## config.mk

```make
export PLATFORM = sky130hd
export DESIGN_NAME = fl_alloc_ctrl_flat
export DESIGN_NICKNAME = d
export VERILOG_FILES = /design/src/rtl/fl_alloc_ctrl_if.sv /design/src/rtl/fl_alloc_ctrl.sv /design/src/flat_wrapper.sv
export SDC_FILE = /design/constraint.sdc
export NUM_CORES = 1
export LEC_CHECK = 0
export BUFFER_PORTS_ARGS = -buffer_cell sky130_fd_sc_hd__clkbuf_2
export CAP_MARGIN = 15
export CORE_MARGIN = 2
export CORE_UTILIZATION = 25
export CTS_CLUSTER_SIZE = 12
export DETAILED_ROUTE_END_ITERATION = 6
export GPL_ROUTABILITY_DRIVEN = 0
export GPL_TIMING_DRIVEN = 0
export SETUP_SLACK_MARGIN = 0.5
export SLEW_MARGIN = 20
export SYNTH_ARGS = -nofsm -noshare
export SYNTH_HDL_FRONTEND = slang
export SYNTH_SLANG_ARGS = --single-unit
```

## constraint.sdc

```tcl
create_clock -name clock -period 6.9 [get_ports clock]
set_input_delay 0.69 -clock clock [delete_from_list [all_inputs] [get_ports clock]]
set_output_delay 0.69 -clock clock [all_outputs]
set_load 0.005 [all_outputs]
```

## src/rtl/fl_alloc_ctrl_if.sv

```systemverilog
// ---------------------------------------------------------------------------
// fl_alloc_ctrl_if : dispatch/retire/flush bundle between the pipeline and the
//                    free-list allocation controller
// Revision 1.0
// ---------------------------------------------------------------------------
`default_nettype none

interface fl_alloc_ctrl_if;
  logic [1:0]  id_req_num;
  logic [1:0]  rob_retire_num;
  logic        rob_mispredict;
  logic [1:0]  id_dispatch_num;
  logic        id_stall;
  logic        fl_recover;
  logic [6:0]  fl_count;
  logic        fl_err;
  logic [15:0] stall_cycles;

  modport master (
    output id_req_num, rob_retire_num, rob_mispredict,
    input  id_dispatch_num, id_stall, fl_recover, fl_count, fl_err, stall_cycles
  );

  modport slave (
    input  id_req_num, rob_retire_num, rob_mispredict,
    output id_dispatch_num, id_stall, fl_recover, fl_count, fl_err, stall_cycles
  );
endinterface

`default_nettype wire

```

## src/rtl/fl_alloc_ctrl.sv

```systemverilog
// ---------------------------------------------------------------------------
// fl_alloc_ctrl : free-register allocation controller (grant, stall, flush)
// Optional macro FL_RETIRE_BYPASS_EN forwards same-cycle retires to dispatch.
// Revision 1.0
// ---------------------------------------------------------------------------
`default_nettype none

module fl_alloc_ctrl #(
  parameter int FREE_REGS = 64  // must stay below 126 so the 8-bit sum sign bit is meaningful
) (
  input wire              clock,
  input wire              reset,
  fl_alloc_ctrl_if.slave  bus
);

  typedef enum logic [0:0] {
    RUN   = 1'b0,
    FLUSH = 1'b1
  } state_t;

  localparam logic [6:0] c_free  = 7'(FREE_REGS);
  localparam logic [7:0] c_free8 = {1'b0, c_free};

  state_t      r_state;
  state_t      w_state_next;
  logic [6:0]  r_count;
  logic [6:0]  w_count_next;
  logic        r_err;
  logic        w_err_next;
  logic [15:0] r_stall_cycles;

  logic [1:0]  w_req;
  logic [1:0]  w_ret;
  logic [1:0]  w_grant;
  logic [7:0]  w_avail;
  logic [7:0]  w_sum;
  logic        w_stall;

  // Request/retire encodings of 3 behave as 2.
  assign w_req = (bus.id_req_num     == 2'd3) ? 2'd2 : bus.id_req_num;
  assign w_ret = (bus.rob_retire_num == 2'd3) ? 2'd2 : bus.rob_retire_num;

  always_ff @(posedge clock) begin
    if (!reset) begin
      r_state        <= RUN;
      r_count        <= c_free;
      r_err          <= 1'b0;
      r_stall_cycles <= 16'd0;
    end else begin
      r_state <= w_state_next;
      r_count <= w_count_next;
      r_err   <= w_err_next;
      if (w_stall && (r_stall_cycles != 16'hFFFF)) begin
        r_stall_cycles <= r_stall_cycles + 16'd1;
      end
    end
  end

  always_comb begin
    w_state_next = r_state;
    w_count_next = r_count;
    w_err_next   = r_err;
    w_grant      = 2'd0;
    w_sum        = 8'd0;
`ifdef FL_RETIRE_BYPASS_EN
    w_avail      = {1'b0, r_count} + {6'd0, w_ret};
`else
    w_avail      = {1'b0, r_count};
`endif

    case (r_state)
      RUN: begin
        if (bus.rob_mispredict) begin
          // Mispredict cycle drops its own request and retire; FLUSH restores the count.
          w_state_next = FLUSH;
        end else begin
          w_grant = (w_avail >= {6'd0, w_req}) ? w_req : w_avail[1:0];
          w_sum   = {1'b0, r_count} - {6'd0, w_grant} + {6'd0, w_ret};
          if (w_sum[7]) begin
            w_count_next = 7'd0;
            w_err_next   = 1'b1;
          end else if (w_sum > c_free8) begin
            w_count_next = c_free;
            w_err_next   = 1'b1;
          end else begin
            w_count_next = w_sum[6:0];
          end
        end
      end
      FLUSH: begin
        w_count_next = c_free;
        w_state_next = bus.rob_mispredict ? FLUSH : RUN;
      end
      default: begin
        w_state_next = RUN;
      end
    endcase

    if (!reset) begin
      w_grant = 2'd0;
    end
  end

  assign w_stall             = reset && (w_grant < w_req);

  assign bus.id_dispatch_num = w_grant;
  assign bus.id_stall        = w_stall;
  assign bus.fl_recover      = (r_state == FLUSH);
  assign bus.fl_count        = r_count;
  assign bus.fl_err          = r_err;
  assign bus.stall_cycles    = r_stall_cycles;

endmodule

`default_nettype wire

```

## src/flat_wrapper.sv

```systemverilog
// flat-port wrapper written by rule: the top's interface ports become plain ports
module fl_alloc_ctrl_flat 
#(
  parameter int FREE_REGS = 64                                                                
)
  (clock, reset, bus_id_req_num, bus_rob_retire_num, bus_rob_mispredict, bus_id_dispatch_num, bus_id_stall, bus_fl_recover, bus_fl_count, bus_fl_err, bus_stall_cycles);
  fl_alloc_ctrl_if bus_i ();
  input wire clock;
  input wire reset;
  input wire logic [$bits(bus_i.id_req_num)-1:0] bus_id_req_num;
  input wire logic [$bits(bus_i.rob_retire_num)-1:0] bus_rob_retire_num;
  input wire logic [$bits(bus_i.rob_mispredict)-1:0] bus_rob_mispredict;
  output wire logic [$bits(bus_i.id_dispatch_num)-1:0] bus_id_dispatch_num;
  output wire logic [$bits(bus_i.id_stall)-1:0] bus_id_stall;
  output wire logic [$bits(bus_i.fl_recover)-1:0] bus_fl_recover;
  output wire logic [$bits(bus_i.fl_count)-1:0] bus_fl_count;
  output wire logic [$bits(bus_i.fl_err)-1:0] bus_fl_err;
  output wire logic [$bits(bus_i.stall_cycles)-1:0] bus_stall_cycles;
  assign bus_i.id_req_num = bus_id_req_num;
  assign bus_i.rob_retire_num = bus_rob_retire_num;
  assign bus_i.rob_mispredict = bus_rob_mispredict;
  assign bus_id_dispatch_num = bus_i.id_dispatch_num;
  assign bus_id_stall = bus_i.id_stall;
  assign bus_fl_recover = bus_i.fl_recover;
  assign bus_fl_count = bus_i.fl_count;
  assign bus_fl_err = bus_i.fl_err;
  assign bus_stall_cycles = bus_i.stall_cycles;
  fl_alloc_ctrl #(.FREE_REGS(FREE_REGS)) u_core (.clock(clock), .reset(reset), .bus(bus_i));
endmodule
```

==> run summary, run 1 <==
The clock-pin transition on the worst setup and hold timing paths came out at 0.10 ns. Yosys printed 0 warnings. The worst setup path is captured at a flop. The setup path with the least slack is of type in2reg. The number of diodes is 0. The die is 92.76 microns wide. The kind of cell with the highest combined delay along the critical path is compound AO/OA/AOI/OAI gates. The combined area of all synthesized cells is 1969 sq um. The run finished with clean final reports. The TritonCTS clock tree is done. Prior to clock tree synthesis, the placed netlist has a worst setup slack of 2.063 ns. The number of slew-limit violations in the final report is 0. The sum of buffers and inverters on the critical path is 3. The areal power density over the cells is 284.3 nW/um^2. The number of buffers added for setup after CTS came out at 0. The longest individual stage delay on the worst path is 0.54 ns. After the last flow step, the layout net total stands at 304.

Of the cells placed in the final design, the portion with a size suffix greater than 1 is 17.03%. The total setup violations reported at the end of the flow is 0. The hold buffer count at cts came out at 0. The effective utilization at floorplan is 25.62%. The critical-path maximum fanout came out at 7. The number of distinct standard cells referenced by the synthesized netlist came out at 52.

The die area is 8603 sq um. After layout, the worst path uses 66.05% of the clock period. The core area is 7687 sq um.

The top-area cell type share of the netlist area is 25.41%. The register area share after synthesis came out at 25.41%. The total negative slack came out at 0 ns. The clock latency reported for the late side of the worst-skew pair is 0.28 ns.

The slew at the pin closest to its max-slew limit is 0.6139 ns. The required time of the critical path came out at 7.05 ns. The clock net in this run drives a total of 25 sinks. In the synthesized netlist the dominant register cell turns out to be sky130_fd_sc_hd__dfxtp_1.

The total global routing track utilization came out at 12.81%. The worst voltage drop across the vdd grid is 0.0001676 V. The clock passes through at most 2 buffers. The number of cells after detailed placement is 374.

The post-cts resize count is 0. The cell with the largest stage delay on the worst path is sky130_fd_sc_hd__a2111oi_0. The tree is rooted in a sky130_fd_sc_hd__clkbuf_8.

The tool flagged a number of max-cap violations equal to 0. The I/O pin count came out at 35. The number of iterations in the first detailed-routing pass came out at 4. The post-layout total power came out at 658.5 uW. Yosys attributes the largest share of cell area to sky130_fd_sc_hd__dfxtp_1 (25%), sky130_fd_sc_hd__ha_1 (11%), sky130_fd_sc_hd__o31ai_1 (5.0%). The post-synthesis average cell area came out at 8.275 sq um. The first routing iteration left 54 violations.

The kind of start point of the critical path is an input pin. At the worst endpoint, the arrival time is 4.71 ns. The filler-free cell count of the finished design came out at 378. The worst hold-check slack came out at 0.4765 ns. The count of buffers from port buffering is 34.

The filler cell count came out at 876. The synthesized design contains 0 enable-type register cells. The post-DP HPWL is 4020 microns.

The residual antenna-violating net count after detailed routing came out at 0. The remaining max-slew budget at the tightest pin is 58.92%. Based on the critical path, the design can be clocked at up to 219.4 MHz. The total vias in the final route is 1856. The number of global-route vias before repair is 1804.

After technology mapping, the gate count stands at 238. After detailed routing, the number of vias per cell comes to 4.910. The number of hold violations in the final report was 0. The site row count came out at 32.

The wire length of the first global-routing pass came out at 8859 microns. The largest area contributor in the synthesized netlist is sky130_fd_sc_hd__dfxtp_1. The die is 92.76 microns tall. The async set-reset flop share out of synthesis is 0%. The number of design rule violations left after detail routing is 0.

The minimum clock period came out at 4.557 ns. The tightest min-delay check is of the reg2reg type. The net count of the mapped netlist is 265. The initial antenna violation count is 0. The final global-route overflow total is 0. The average detailed-routed wire length per instance is 13.76 microns.

The final worst slack came out at 2.343 ns. Setup repair after global routing left no endpoint under its margin. In this run the number of H-tree levels came out at 1.

Traced cell by cell, the critical path runs through clkbuf_2 > inv_1 > nand2_1 > inv_1 > ha_1 > nand2b_1 > a311oi_1 > nor2_1 > mux2i_1 > fa_1 > fa_1 > nand2b_1 > a2111oi_0 > o31ai_1 > a32oi_2 > o31ai_1. In this run, CTS created clock tree buffers numbering 3. From synthesis to final layout, the design area changed by 17.60%. For this design the static power due to leakage is 0.9186 nW. The clock arrives with 0.004667 ns of skew. Wires add up to 5201 microns. After synthesis the netlist holds a flip-flop and latch count of 25. Entering global routing, the biggest net connects 16 pins.
-- cell families (layout without fill, tap and decap cells) --
logic type | Yosys count | count (layout) | synth area share, %
compound gates | 51 | 51 | 19.38
xor+xnor | 3 | 3 | 1.334
fa+ha+maj | 20 | 20 | 13.47
buf+inv | 28 | 66 | 6.862
flops | 25 | 25 | 25.41
mux | 9 | 9 | 4.638
simple gates | 102 | 102 | 28.91
-- metrics by stage --
step	area (sq um)	util, %
3_5_place_dp	2267	29.49
6_report	2316	30.13
3_3_place_gp	2267	29.49
2_1_floorplan	1969	-
5_1_grt	2316	30.13
4_1_cts	2316	30.13
-- flip-flops by register name, indices dropped and copies added (netlist names) --
name / flops
u_core.bus.stall_cycles: 16
u_core.bus.fl_count: 7
u_core.bus.fl_err: 1
u_core.bus.fl_recover: 1
-- final cells by class --
type | instances | area, sq um | area share, %
flip-flops and latches | 25 | 500.5 | 21.61
inverters | 22 | 82.58 | 3.566
plain buffers | 6 | 52.55 | 2.269
clock inverters | 1 | 7.507 | 0.3241
clock buffers | 3 | 41.29 | 1.783
repair buffers | 34 | 170.2 | 7.347
multi-input cells | 185 | 1334 | 57.59
well taps | 102 | 127.6 | 5.511
-- synth_stat cells, drive strengths merged (2+ instances only) --
library cell	n
nand3	8
mux2i	8
nor4	8
fa	2
o41ai	4
nand4	9
ha	18
and3	2
or3b	2
o2111ai	2
and4	3
o21a	2
or4	7
buf	4
nor2b	5
dfxtp	25
nor3	4
clkbuf	2
o21ai	5
a21oi	12
and2	3
inv	22
nor2	10
o31ai	13
nand2	25
xnor2	2
nor3b	3
nand2b	9
-- worst paths after layout --
check                           cells after the start                             endpoint  slack [ns]                                 from
worst max-delay path                               16  u_core.bus.fl_count[1]$_SDFFE_PN0P_        2.34                    bus_id_req_num[1]
worst min register to register                      2  u_core.bus.fl_count[0]$_SDFFE_PN0P_        0.48  u_core.bus.fl_count[0]$_SDFFE_PN0P_
worst max register to register                     13  u_core.bus.fl_count[1]$_SDFFE_PN0P_        2.58  u_core.bus.fl_count[3]$_SDFFE_PN0P_
worst min-delay path                                2  u_core.bus.fl_count[0]$_SDFFE_PN0P_        0.48  u_core.bus.fl_count[0]$_SDFFE_PN0P_
-- placed cells by master, fill, tap and decap left out, types with 8 or more instances in the layout --
cell type and count:
sky130_fd_sc_hd__clkbuf_2 34, sky130_fd_sc_hd__nand2_1 25, sky130_fd_sc_hd__dfxtp_1 25, sky130_fd_sc_hd__inv_1 22, sky130_fd_sc_hd__ha_1 18, sky130_fd_sc_hd__o31ai_1 13, sky130_fd_sc_hd__a21oi_1 12, sky130_fd_sc_hd__nor2_1 10
sky130_fd_sc_hd__nand2b_1 9, sky130_fd_sc_hd__nand4_1 8, sky130_fd_sc_hd__mux2i_1 8, sky130_fd_sc_hd__nor4_1 8, sky130_fd_sc_hd__nand3_1 8
-- worst min-delay path, stage by stage (launching register included) --
cell,delay [ns]
sky130_fd_sc_hd__dfxtp_1,0.34
sky130_fd_sc_hd__nand2_1,0.06
sky130_fd_sc_hd__o31ai_1,0.05
-- power by group --
part           switching (mW)  internal, mW  leakage (nW)  total, mW
clock network          0.0538        0.0411        0.0217     0.0949
registers              0.0184         0.160         0.203      0.178
logic                   0.228         0.157         0.694      0.385
-- metal layers --
| metal | track usage [%] | up-vias | part of all wire [%] |
|---|---|---|---|
| li1 | - | 961 | - |
| met1 | 17.26 | 867 | 48 |
| met2 | 21.78 | 26 | 48 |
| met3 | 2.685 | 2 | 3.3 |
| met4 | 1.471 | 0 | 0.46 |
| met5 | 0 | - | 0 |
Power figures use the tool's default switching activity.
==> run 2, diff against run 1 <==
ABC_AREA = 1   (was not set)
clock period = 4.3 ns   (was 6.9 ns; I/O delays follow)
==> run summary, run 2 <==
The minimum clock period came out at 3.409 ns. The register bit total from synthesis came out at 25 (unchanged). The sum of routed wire segments on met1 is 2426 microns (-2.5%). The post-layout total power was 1.234 mW (+87%). The cell count of the worst reg-to-reg path came out at 17 (+4). The number of enable-type register cells in the synthesized netlist came out at 0 (unchanged). The maximum level of the CTS H-tree was 1 (unchanged). The post-synthesis average cell area is 6.839 sq um (-17%). By startpoint and endpoint, the worst setup path is classified as reg2reg. STA classifies the critical path startpoint as a flop. For this design, the slowest cell found on the critical path is sky130_fd_sc_hd__fa_1. The total CTS buffers came out at 3 (unchanged). The filler cell count is 867 (-1.0%).

The instance area at placement came out at 2382 sq um (+5.1%). The register area share after synthesis is 24.00% (-1.4 points). The worst register-to-register path begins at u_core.bus.fl_count[2]$_SDFFE_PN0P_. The part of the total power dissipated in sequential elements came out at 24.4% (-2.7 points).

The number of iterations in the first detailed-routing pass came to 4 (unchanged). The number of slew-limit violations in the final report is 0 (unchanged). The total number of clock tree sinks came out at 25 (unchanged). The core area is 8134 sq um (+5.8%).

The number of flip-flops under the largest register name is 16 (unchanged). Setup repair after global routing left no endpoint under its margin. For hold timing, the worst endpoint is u_core.bus.fl_recover$_SDFF_PN0_.

The leakage power figure came out at 1.155 nW (+26%). The detailed-route wire length is 5176 microns (-0.48%). The die area came to 9090 sq um (+5.7%).

In this run the worst hold path is classified as in2reg. The total global routing track utilization came to 11.62% (-1.2 points). The sum of buffers and inverters on the critical path is 3 (unchanged). The library cell used most frequently in the layout, excluding fill and tap cells, is sky130_fd_sc_hd__nand2_1.

The number of design rule violations left after detail routing came to 0 (unchanged). The worst voltage drop across the vdd grid came out at 0.0001979 V (+18%). The number of global-route vias before repair was 1869 (+3.6%). The top-area cell type share of the netlist area came out at 24.00% (-1.4 points). The net count of the mapped netlist is 332 (+25%). The total negative slack came out at 0 ns (unchanged).

Ranked by total cell area, the synthesized netlist is headed by sky130_fd_sc_hd__dfxtp_1 (24%), sky130_fd_sc_hd__nand2_1 (12%), sky130_fd_sc_hd__ha_1 (11%). The share of final-layout standard cells stronger than drive strength 1 came out at 17.84% (+0.81 points). The most common cell in the synthesized netlist is sky130_fd_sc_hd__nand2_1. The number of diodes is 0 (unchanged). The worst clock skew is 0.005413 ns (+0.0007451 ns). The worst hold-check slack is 0.3827 ns (-0.09381 ns). CTS placed an instance of sky130_fd_sc_hd__clkbuf_8 at the clock tree root. The slew at the pin closest to its max-slew limit was 0.5128 ns (-0.1011 ns). In this run the top signal layer used is met4. The hold buffer count at cts is 0 (unchanged).

The count of buffers from port buffering came out at 33 (-2.9%). The final instance area came out at 2429 sq um (+4.9%). The post-cts resize count is 0 (unchanged). The clock-pin transition on the worst setup and hold timing paths is 0.08 ns (-0.02 ns). The run finished with clean final reports. The count of yosys warnings during synthesis came to 0 (unchanged).

The critical-path maximum fanout came out at 7 (unchanged). The worst hold path begins at bus_rob_mispredict. The count of nets after finishing is 370 (+22%). The synthesis-to-finish area growth is 16.44%. The combined area of all synthesized cells is 2086 sq um (+5.9%). The areal power density over the cells came out at 508.0 nW/um^2 (+79%). The remaining max-slew budget at the tightest pin came out at 65.81% (+6.9 points). By count the netlist is led by sky130_fd_sc_hd__nand2_1 (66), sky130_fd_sc_hd__inv_1 (45), sky130_fd_sc_hd__nor2_1 (29).

The final critical path takes up 79.27% of the cycle. The arrival time of data at the critical path endpoint came out at 3.60 ns (-1.11 ns). The required time of the critical path is 4.49 ns (-2.56 ns). The cell count after synthesis came to 305 (+28%). The die boundary height is 95.34 microns (+2.8%).

The average detailed-routed wire length per instance came out at 11.58 microns (-16%). The initial antenna violation count was 0 (unchanged). The async set-reset flop share out of synthesis is 0% (unchanged). The detailed-routed wire length on met3 is 215 microns (+26%). The final global-route overflow total came to 0 (unchanged). The combined flip-flop and latch cell area came to 500.5 sq um (unchanged). The total vias in the final route is 2010 (+8.3%). The signal on the critical path passes through inv_1 > ha_1 > nand2_2 > inv_1 > nand2_1 > nand3_2 > o21a_1 > fa_1 > fa_1 > inv_1 > nand3_1 > nand2_1 > xor2_1 > nand3_1 > nand2_1 > nand3_1 > a21oi_1. The worst register-to-register path ends at u_core.bus.fl_count[2]$_SDFFE_PN0P_. The post-DP HPWL is 4108 microns (+2.2%). The number of max-cap violations is 0 (unchanged). The biggest area contributor in the post-synthesis netlist is sky130_fd_sc_hd__dfxtp_1.

The residual antenna-violating net count after detailed routing is 0 (unchanged). The routed via count divided by cell count is 4.497 (-8.4%). For this run, the top clock speed supported by timing is 293.4 MHz. The clock latency reported for the late side of the worst-skew pair came to 0.27 ns (about the same). The number of buffers added for setup after CTS came out at 0 (unchanged). The area used by multi-input combinational logic is 1356 sq um (+1.7%). The number of hold violations in the final report was 0 (unchanged).

In the layout the commonest cells are sky130_fd_sc_hd__nand2_1 (66), sky130_fd_sc_hd__inv_1 (45), sky130_fd_sc_hd__clkbuf_2 (33). The effective utilization at floorplan came to 25.64% (about the same). The hold path depth came to 3 (+1). The reg2reg setup slack came out at 0.89 ns (-1.69 ns).

The I/O pin count came out at 35 (unchanged). The wire length of the first global-routing pass came out at 8493 microns (-4.1%). The detailed router's first-iteration violation count is 139 (+160%). TritonCTS built the clock tree. Grouping stages by cell kind, the critical path spends the most delay in adder cells. The power spent charging and discharging nets came out at 612.2 uW (+100%). STA classifies the critical path endpoint as a flop. For this run, the leading register cell type out of synthesis is sky130_fd_sc_hd__dfxtp_1. The clock share of power came to 11.3% (-3.1 points).

The switching share of power came out at 49.62% (+4.1 points). The length of routed met2 wiring was 2477 microns (-1.5%). The total setup violations reported at the end of the flow was 0 (unchanged).

The combinational group share of total power is 64.3% (+5.8 points). The pin count of the biggest net entering global routing came out at 15 (-1). The site row count is 33 (+3.1%).

The number of distinct standard cells referenced by the synthesized netlist came out at 32 (-38%). The maximum count of clock buffers along a single path is 2 (unchanged). The internal power contribution came out at 621.5 uW (+73%). The longest individual stage delay on the worst path is 0.51 ns (-0.03 ns). The width of the chip came out at 95.34 microns (+2.8%).
run 2: cell types whose count changed after synthesis, sizes merged, moves of 5 or more:
cell	before	now
inv	22	48
nand2b	9	0
nor4	8	1
nand4	9	22
o31ai	13	0
nand3	8	27
nor2	10	33
xor2	1	15
a21oi	12	23
mux2i	8	0
or4	7	0
nor2b	5	0
nand2	25	70
run 2: cell type report:
type / count / share of cell area (%)
Buffer: 8 / 2.009
Clock buffer: 3 / 1.700
Clock inverter: 1 / 0.2061
Inverter: 48 / 7.419
Multi-Input combinational cell: 224 / 55.85
Sequential cell: 25 / 20.61
Tap cell: 105 / 5.410
Timing Repair Buffer: 33 / 6.801
run 2: cell families after synthesis:
group	Yosys count	synth area share, %
DFF	25	24.00
buffers and inverters	56	10.98
and+or+nand+nor	161	38.51
xor gates and xnor gates	16	6.719
adders and majority gates	20	12.72
AOI/OAI and AO/OA	27	7.079
run 2: through the flow:
step                setup slack, ns  instances  util (%)
floorplan                     1.129        305         -
global placement             0.7100        443     29.29
detailed placement           0.6658        443     29.29
CTS                          0.9208        447     29.86
global route                 0.6078        447     29.86
finish                       0.8914        447     29.86
run 2: tightest hold or removal path: cells and delay by family:
kind          cells  cell delay [ns]
buf+inv           2             0.15
simple gates      1             0.05
run 2: routing by layer:
metal  GRT usage [%]  vias up
met5               0        -
li1                -     1065
met4           3.140        0
met1           15.26      908
met3           1.581        4
met2           19.89       33
run 2: how the worst max path moves through the flow:
| stage | cells after the start | slack, ns | start | to |
|---|---|---|---|---|
| finish | 17 | 0.89 | u_core.bus.fl_count[2]$_SDFFE_PN0P_ | u_core.bus.fl_count[2]$_SDFFE_PN0P_ |
| global route | 21 | 0.61 | bus_id_req_num[1] | u_core.bus.fl_count[2]$_SDFFE_PN0P_ |
| CTS | 20 | 0.92 | bus_id_req_num[1] | u_core.bus.fl_count[2]$_SDFFE_PN0P_ |
| detailed placement | 20 | 0.67 | bus_id_req_num[1] | u_core.bus.fl_count[2]$_SDFFE_PN0P_ |
| global placement | 19 | 0.71 | bus_id_req_num[1] | u_core.bus.fl_count[3]$_SDFFE_PN0P_ |
| floorplan | 20 | 1.13 | bus_id_req_num[1] | u_core.bus.fl_err$_SDFFE_PN0P_ |
run 2: power groups by stage:
stage | registers [mW] | logic, mW | clock network [mW]
floorplan | 0.295 | 0.615 | 0
global placement | 0.305 | 0.772 | 0
detailed placement | 0.307 | 0.782 | 0
CTS | 0.302 | 0.790 | 0.146
global route | 0.305 | 0.919 | 0.156
finish | 0.301 | 0.793 | 0.140
==> run 3, diff against run 2 <==
clock period = 2.8 ns   (was 4.3 ns; I/O delays follow)
==> run summary, run 3 (synthesis gave the netlist of run 2 again) <==
The core area came out at 8134 sq um (unchanged). The critical-path maximum fanout came to 7 (unchanged). The number of diodes came to 0 (unchanged). The remaining max-slew budget at the tightest pin is 65.15% (-0.66 points). The number of max-cap violations is 0 (unchanged). The die area came out at 9090 sq um (unchanged).

The number of design rule violations left after detail routing came out at 0 (unchanged). The total CTS buffers is 3 (unchanged). The number of global-route vias before repair is 1967 (+5.2%).

The part of the cycle the worst path needs was 107.1% (+28 points). The minimum clock period came out at 3.000 ns (-0.4085 ns). The worst hold-check slack came out at 0.2233 ns (-0.1593 ns).

The cell count of the worst reg-to-reg path is 21 (+4). The total number of clock tree sinks was 25 (unchanged). The wire length of the first global-routing pass came out at 8949 microns (+5.4%).

The effective utilization at floorplan came out at 25.64% (unchanged). The reg2reg setup slack came out at -0.20 ns (-1.09 ns). The I/O pin count came out at 35 (unchanged).

The worst flop-to-flop path endpoint is u_core.bus.fl_count[4]$_SDFFE_PN0P_. The site row count is 33 (unchanged). The clock-pin transition on the worst setup and hold timing paths came out at 0.08 ns (about the same). The maximum count of clock buffers along a single path came out at 2 (unchanged). The count of nets after finishing is 391 (+5.7%).

The worst setup path is captured at a flop. The routed via count divided by cell count is 4.551 (+1.2%). The filler-free cell count of the finished design came out at 468 (+4.7%). The post-layout total power is 2.608 mW (+110%). The count of buffers from port buffering came to 33 (unchanged). The TritonCTS clock tree is done. The kind of critical path is reg2reg. The checks that failed: negative setup slack. The run finished, with violations left. The arrival time of data at the critical path endpoint is 3.20 ns (-0.40 ns). The post-layout utilization of the core came out at 35.72% (+5.9 points).

The worst clock skew came out at 0.002977 ns (-0.002436 ns). For hold timing, the worst endpoint is u_core.bus.fl_recover$_SDFF_PN0_. The instance area at placement is 2455 sq um (+3.0%). The number of hold violations in the final report came out at 0 (unchanged).

The library cell used as clock root buffer is sky130_fd_sc_hd__clkbuf_8. The detailed-routed wire length on met3 came out at 160 microns (-26%). The leakage power figure came out at 1.298 nW (+12%). The areal power density over the cells is 897.5 nW/um^2 (+77%). The final worst slack came out at -0.2001 ns (-1.091 ns).

The clock latency reported for the late side of the worst-skew pair came out at 0.27 ns (about the same). The required time of the critical path came to 3.00 ns (-1.49 ns). The detailed-route wire length is 5606 microns (+8.3%). The sum of routed wire segments on met1 was 2612 microns (+7.7%). The number of slew-limit violations in the final report was 0 (unchanged).

The hold path depth came out at 3 (unchanged). The final global-route overflow total is 0 (unchanged). The final instance area came out at 2905 sq um (+20%). The total negative slack is -1.355 ns (-1.355 ns). The share of final-layout standard cells stronger than drive strength 1 came out at 38.02% (+20 points). The die boundary height came to 95.34 microns (unchanged). The maximum level of the CTS H-tree came out at 1 (unchanged).

The total vias in the final route is 2130 (+6.0%). In the layout the commonest cells are sky130_fd_sc_hd__nand2_1 (54), sky130_fd_sc_hd__inv_1 (35), sky130_fd_sc_hd__clkbuf_2 (32). The library cell used most frequently in the layout, excluding fill and tap cells, is sky130_fd_sc_hd__nand2_1. The width of the chip came out at 95.34 microns (unchanged). The total global routing track utilization is 12.27% (+0.65 points). The residual antenna-violating net count after detailed routing is 0 (unchanged). The worst register-to-register path begins at u_core.bus.fl_count[0]$_SDFFE_PN0P_. The average detailed-routed wire length per instance is 11.98 microns (+3.4%). The number of iterations in the first detailed-routing pass came out at 4 (unchanged). The kind of start point of the critical path is a flop. Setup repair after global routing could not meet its margin everywhere. The post-DP HPWL is 4133 microns (+0.62%). The slew at the pin closest to its max-slew limit is 0.5208 ns (+0.007977 ns).

The pin count of the biggest net entering global routing came to 15 (unchanged). The total setup violations reported at the end of the flow is 8 (+8). The length of routed met2 wiring came out at 2771 microns (+12%). The detailed router's first-iteration violation count is 114 (-18%). The initial antenna violation count is 0 (unchanged). The number of cells after detailed placement is 443 (unchanged). The min-delay analysis places its worst path in the category in2reg. The source of the worst hold timing path is bus_rob_mispredict.

The number of flip-flops under the largest register name is 16 (unchanged). The top achievable clock speed came out at 333.3 MHz (+14%). Compared with the post-synthesis result, the final layout area differs by 39.29%. The worst setup slack after placement was -0.5399 ns (-1.206 ns). The worst voltage drop across the vdd grid was 0.0003740 V (+89%).

The topmost layer with routed signal wires is met4.
## run 3: power breakdown
group / internal [mW] / leakage, nW / switching [mW]
Sequential: 0.415 / 0.207 / 0.0408
Clock: 0.0995 / 0.0255 / 0.113
Combinational: 0.832 / 1.07 / 1.11
## run 3: area by class of cell
class / instances / area [sq um]
plain buffers: 8 / 58.81
clock inverters: 1 / 5.005
flip-flops and latches: 25 / 519.2
multi-input cells: 224 / 1605
fillers: 821 / 5229
clock buffers: 3 / 41.29
repair buffers: 54 / 337.8
inverters: 48 / 206.4
well taps: 105 / 131.4
## run 3: worst max-delay path by stage
stage / startpoint / end / slack, ns / depth (start not counted)
final: u_core.bus.fl_count[0]$_SDFFE_PN0P_ / u_core.bus.fl_count[4]$_SDFFE_PN0P_ / -0.20 / 21
after global routing: u_core.bus.fl_count[0]$_SDFFE_PN0P_ / u_core.bus.fl_count[0]$_SDFFE_PN0P_ / -0.39 / 21
after CTS: u_core.bus.fl_count[0]$_SDFFE_PN0P_ / u_core.bus.fl_count[5]$_SDFFE_PN0P_ / -0.21 / 18
after detailed placement: bus_id_req_num[1] / u_core.bus.fl_count[5]$_SDFFE_PN0P_ / -0.54 / 25
after global placement: bus_id_req_num[1] / u_core.bus.fl_err$_SDFFE_PN0P_ / -0.50 / 26
after floorplan: bus_id_req_num[1] / u_core.bus.fl_count[3]$_SDFFE_PN0P_ / -0.02 / 24
## run 3: repair_timing
item	4_1_cts	5_1_grt
hold buffers	0	0
setup endpoints to repair	25	25
pin swaps	15	12
resized for setup	39	23
buffers inserted	13	7
cloned	1	0
## run 3: worst max-delay path, cell delays in order (launching register included)
cell,delay [ns]
sky130_fd_sc_hd__dfxtp_2,0.35
sky130_fd_sc_hd__inv_2,0.05
sky130_fd_sc_hd__ha_4,0.26
sky130_fd_sc_hd__nand2_2,0.04
sky130_fd_sc_hd__nor2_1,0.08
sky130_fd_sc_hd__nand2_1,0.09
sky130_fd_sc_hd__nand3_4,0.08
sky130_fd_sc_hd__nand2_2,0.06
sky130_fd_sc_hd__nand2_1,0.06
sky130_fd_sc_hd__inv_1,0.04
sky130_fd_sc_hd__ha_1,0.27
sky130_fd_sc_hd__inv_2,0.07
sky130_fd_sc_hd__ha_4,0.13
sky130_fd_sc_hd__inv_2,0.04
sky130_fd_sc_hd__fa_2,0.41
sky130_fd_sc_hd__xor2_2,0.17
sky130_fd_sc_hd__nand3_1,0.11
sky130_fd_sc_hd__nor2_1,0.16
sky130_fd_sc_hd__nand3_2,0.11
sky130_fd_sc_hd__nand2_4,0.12
sky130_fd_sc_hd__nand3_2,0.10
sky130_fd_sc_hd__a21oi_2,0.13
## run 3: layer usage
| layer | global-route usage, % | up-vias |
|---|---|---|
| met5 | 0 | - |
| met4 | 2.899 | 0 |
| met3 | 1.344 | 6 |
| met2 | 21.36 | 33 |
| met1 | 16.19 | 983 |
| li1 | - | 1108 |
